<file path="config.mk">
export PLATFORM = sky130hd
export DESIGN_NAME = oscillator
export DESIGN_NICKNAME = d
export VERILOG_FILES = /design/src/rtl/oscillator.sv
export SDC_FILE = /design/constraint.sdc
export NUM_CORES = 1
export LEC_CHECK = 0
export ABC_AREA = 1
export CORE_ASPECT_RATIO = 1.5
export CORE_UTILIZATION = 50
export DETAILED_ROUTE_END_ITERATION = 12
export GPL_TIMING_DRIVEN = 1
export PLACE_DENSITY = 0.69
export SETUP_SLACK_MARGIN = 0.15
export SKIP_LAST_GASP = 1
export SYNTH_ARGS = -nofsm -noshare
export SYNTH_HDL_FRONTEND = slang
export SYNTH_SLANG_ARGS = --single-unit
</file>
<file path="constraint.sdc">
create_clock -name clk -period 4.26 [get_ports clk]
set_input_delay 0.852 -clock clk [delete_from_list [all_inputs] [get_ports clk]]
set_output_delay 0.852 -clock clk [all_outputs]
set_load 0.01 [all_outputs]
</file>
<file path="src/rtl/oscillator.sv">
// Square-wave tone generator.
// A full period lasts `divider` clk cycles: a high phase of floor(divider/2) cycles
// followed by a low phase of ceil(divider/2) cycles.
// The divider input is sampled only when a tone starts and at each period boundary,
// so every emitted period is complete.
module oscillator #(
    parameter int unsigned DIV_W = 16
) (
    input  logic             clk,
    input  logic             rst,
    input  logic             en,
    input  logic [DIV_W-1:0] divider,
    output logic             square,
    output logic             active,
    output logic             period_end
);

    typedef enum logic {
        StIdle,
        StRun
    } state_e;

    localparam logic [DIV_W-1:0] MinDiv = DIV_W'(2);
    localparam logic [DIV_W-1:0] One    = DIV_W'(1);

    state_e           state;
    logic [DIV_W-1:0] cur_div;
    logic [DIV_W-1:0] count;
    logic             div_ok;
    logic             at_end;

    // Divider values of 0 and 1 cannot form a tone.
    // cur_div is at least 2 whenever state is StRun, so cur_div - 1 cannot underflow there.
    always_comb begin
        div_ok = (divider >= MinDiv);
        at_end = (count == (cur_div - One));
    end

    // Tone state machine.
    // A new divider is accepted only on entry from idle or at a period boundary.
    always_ff @(posedge clk or posedge rst) begin
        if (rst) begin
            state   <= StIdle;
            cur_div <= '0;
            count   <= '0;
        end else begin
            unique case (state)
                StIdle: begin
                    count <= '0;
                    if (en && div_ok) begin
                        cur_div <= divider;
                        state   <= StRun;
                    end
                end
                StRun: begin
                    if (!en) begin
                        // Mute at once, without waiting for the end of the period.
                        state <= StIdle;
                        count <= '0;
                    end else if (at_end) begin
                        count <= '0;
                        if (div_ok) begin
                            cur_div <= divider;
                        end else begin
                            state <= StIdle;
                        end
                    end else begin
                        count <= count + One;
                    end
                end
                default: begin
                    state <= StIdle;
                    count <= '0;
                end
            endcase
        end
    end

    // Outputs are decoded from registers only.
    // There is no combinational path from en or divider to any output.
    always_comb begin
        active     = (state == StRun);
        square     = active && (count < (cur_div >> 1));
        period_end = active && at_end;
    end

endmodule

</file>
Yosys cells after proc, flatten, opt, wreduce, memory -nomap -nowiden:

Cells that the tools add are included.

* bitwise logic cells: 1
* add/subtract/negate cells: 2
* reductions and logical operators: 4
* order comparisons: 2
* equal/unequal tests: 5
* multiplexer cells: 13

Operators by type and width (number)
* $mux W16: 6
* $pmux W16 S2: 2
* $add A16 B1 Y16 const B: 1
* $eq A16 B16 Y1: 1
* $ge A16 B2 Y1 const B: 1
* $lt A16 B15 Y1: 1
* $sub A16 B1 Y16 const B: 1
* $mux W1: 4
* $ne A2 B1 Y1 const B: 2
* $ne A2 B2 Y1 const B: 2
* $reduce_and A4 Y1: 1
* $logic_and A1 B1 Y1: 3
* $pmux W1 S2: 1
* $not A1 Y1: 1

* logic and storage cells: 30
* input port bits: 19
* register bits: 33
* output and inout bits: 3

Depth between registers and ports, before layout:

* depth after elaboration: 5
* mapped depth: 17
* gate-level depth less buffers: 16

Worst setup path after synthesis:

Ideal clock, no wire load.

* path kind: register to output
* start: register cur_div[0]
* end: output period_end
* path buffers: 0
* required time: 3.408 ns
* path slack: 1.738 ns
* stages on the path, launching flop included: 11
* data arrival time: 1.670 ns
* path through: dfrtp_1 -> inv_1 -> ha_1 -> nand3_4 -> nor2_4 -> nand2_2 -> nand2_1 -> nand2_1 -> nor2_2 -> nand3_2 -> nor3_1

* cells in the longest elaborated chain, start to end: 3

RTL lines
* start, declared: line 27 `logic [DIV_W-1:0] cur_div;`
* start signal, assigned: line 51 `cur_div <= divider;`
* start signal, assigned: line 63 `cur_div <= divider;`
* $sub A16 B1 Y16: line 36 `at_end = (count == (cur_div - One));`
* $eq A16 B16 Y1: line 36
* $logic_and A1 B1 Y1: line 84 `period_end = active && at_end;`
* end, declared: line 15 `output logic period_end`

No other way between the ends.

Worst setup path in the final report:

* start: register cur_div[4]
* end: output square

* cells in the longest elaborated chain, start to end: 2

RTL lines
* $lt A16 B15 Y1: line 83 `square = active && (count < (cur_div >> 1));`
* $logic_and A1 B1 Y1: line 83
* end, declared: line 13 `output logic square,`

No other way between the ends.

==> impl_metrics.ini <==
[logic_synthesis]
yosysWarnings = 0
synthArstFlopShare_pct = 100
ys_dominant_reg_cell = dfrtp_1
synthCells = 356
syn_area_mm2 = 0.00254
syn_area_per_cell_um2 = 7.13
yosysSeqAreaShare_pct = 32.5
synth_fp_nets = 391
ys_ff_latch = 33
ys_types = 31
synth_edf_count = 0

[cts]
cts_sinks = 33
post-cts-setup-buffers = 0
cts_hold_buf = 0
path_clk_slew_ns = 0.06
cts-htree-levels = 2
cts-root-buf = clkbuf_8
insertion_delay_ns = 0.29
clockBufferDepth = 2
postCtsResizedCells = 0
cts_tree = built
cts-buffers-inserted = 5

[sta]
fin_hold_ws_ns = 0.503
max_freq_ghz = 0.295
fin_setup_tns_ns = 0
hold_violations = 0
worst_slew_pin_slew_ns = 0.706
report.final.slew_viol_count = 0
slew_headroom_pct = 52.9
min_period_ns = 3.39
grt_setup_unrepaired = false
fin_skew_ns = 0.00588
setup_violations = 0
finalCritPeriodShare_pct = 79.5

[routing]
vias = 2239
viasPerCell = 5.01
drt_first_pass_iters = 4
antenna_left = 0
drt_iter0_drc = 151
drt_drc_violations_left = 0
drt-total-wl_um = 5520
avgRoutedWirePerCell_um = 12.3

[final_layout]
nets = 415
final_common_cell = nand2_1
fin_cells = 447
final_util_pct = 59.4
final_cell_mix = 96 x nand2_1, 45 x nor2_1, 43 x inv_1
drive_gt1_share_pct = 8.40
area_delta_synth_final_pct = 13.5
fillers = 485
antenna_cells = 0

[floorplanning]
die_y_um = 89.3
die_w_um = 60.2
core_area_mm2 = 0.00485
std_cell_rows = 31
die_area_mm2 = 0.00537
start_util_pct = 52.3
num_io_pins = 22

[critical_path]
slowest_delay_ns = 0.55
cp_max_fo = 5
cp-end-kind = output port
critPathSlowestCell = clkdlybuf4s50_1
r2r_start = cur_div[0]
arrival_ns = 2.54
cp-startpoint = cur_div[4]
crit_path_cell_trace = inv_1 > ha_1 > a21oi_1 > nand2_1 > nand3_1 > a21oi_1 > o21ai_0 > nand3_1 > nor2_1 > clkdlybuf4s50_1
critPathRequiredTime_ns = 3.41
r2r_cells = 13
criticalPathCategory = reg -> out
worstSetupStartpointType = flop

[global_routing]
grt.total_usage_pct = 23.3
grt_pass1_wl_um = 9250
grt_max_degree = 34
grt_overflow = 0
grt_pass1_vias = 2083
antenna_found_initial = 0

[worst_hold_path]
worstHoldPathCells = 2
hold_path.class = reg -> reg
min_from = cur_div[1]

[power_and_ir_drop]
p_leak_nw = 1.41
powerDensity_mw_per_mm2 = 277
vdd_drop_max_v = 0.000200

[placement]
io_buffers = 21
place_congestion = 0.863
placed_cells = 439
dpl.hpwl_um = 4440

[run]
cap_violations = 0

[outcome]
status = finished, final reports clean
[worst max-delay path: cells and delay by family, from the launching register on]
family                     cells  cell delay (ns)
adders and majority gates      1             0.32
AOI/OAI and AO/OA              3             0.43
buffers and inverters          2             0.65
and+or+nand+nor                4             0.41
DFF                            1             0.44
[flip-flops by register name, indices dropped and copies added (netlist names)]
| signal | count |
|---|---|
| cur_div | 16 |
| count | 16 |
| active | 1 |
[layer usage]
| metal | GRT usage, % | vias up | wire length (um) |
|---|---|---|---|
| met2 | 42.2 | 20 | 2980 |
| met3 | 4.20 | 10 | 109 |
| met4 | 9.51 | 0 | 124 |
| li1 | - | 1170 | - |
| met5 | 0 | - | 0 |
| met1 | 26.2 | 1039 | 2310 |
[path summary, 6_finish.rpt]
kind	to	slack, ns
max	square	0.87
min	cur_div[1]	0.50
max reg2reg	cur_div[6]	1.84
min reg2reg	cur_div[1]	0.50
max in group asynchronous	count[10]	3.00
min in group asynchronous	cur_div[11]	0.95
[per-stage QoR]
step / setup WS [ns] / power, mW / area, um^2
final: 0.873 / 0.799 / 2880
after floorplan: 1.74 / 0.521 / 2540
after CTS: 0.837 / 0.807 / 2880
after detailed placement: 1.16 / 0.581 / 2800
after global placement: 1.16 / 0.578 / 2800
after global routing: 0.657 / 0.859 / 2880
[cell usage after synthesis, types with 2 or more instances]
library cell  number  area (um^2)
inv_1             43          161
buf_6              2         22.5
nor2_2             8         50.1
nand4_1            4         25.0
nand2_2            4         25.0
inv_2              4         15.0
nor3_1             8         40.0
o21ai_0            6         30.0
nor2_1            45          169
nand2_1           96          360
dfrtp_1           33          826
nor4_1             4         25.0
ha_1              16          200
nand3_2            2         20.0
xnor2_1           10         87.6
a21oi_1            7         35.0
nand3_1           32          160
xor2_1            17          149
nand3b_1           3         22.5
[logic make-up after synthesis]
family	Yosys count	share of synthesized area [%]
xor gates and xnor gates	27	9.32
buffers and inverters	52	8.53
adders and majority gates	16	7.89
DFF	33	32.5
AOI/OAI and AO/OA	17	4.14
and+or+nand+nor	211	37.6
[area by class of cell]
type                    instances  area [um^2]  share of cell area [%]
clock buffers                   6         72.6                    2.52
clock inverters                 2         10.0                   0.348
inverters                      47          176                    6.13
multi-input cells             271         1500                    51.9
flip-flops and latches         33          826                    28.7
well taps                      66         82.6                    2.87
repair buffers                 22          218                    7.56
[report_power, final]
| part | total [mW] | internal [mW] | leakage (nW) | switching (mW) |
|---|---|---|---|---|
| clock | 0.226 | 0.113 | 0.0450 | 0.113 |
| sequential | 0.364 | 0.334 | 0.432 | 0.0307 |
| combinational | 0.208 | 0.0839 | 0.935 | 0.124 |
| total | 0.799 | 0.531 | 1.41 | 0.268 |
No activity file was read; power rests on OpenSTA's default activity.
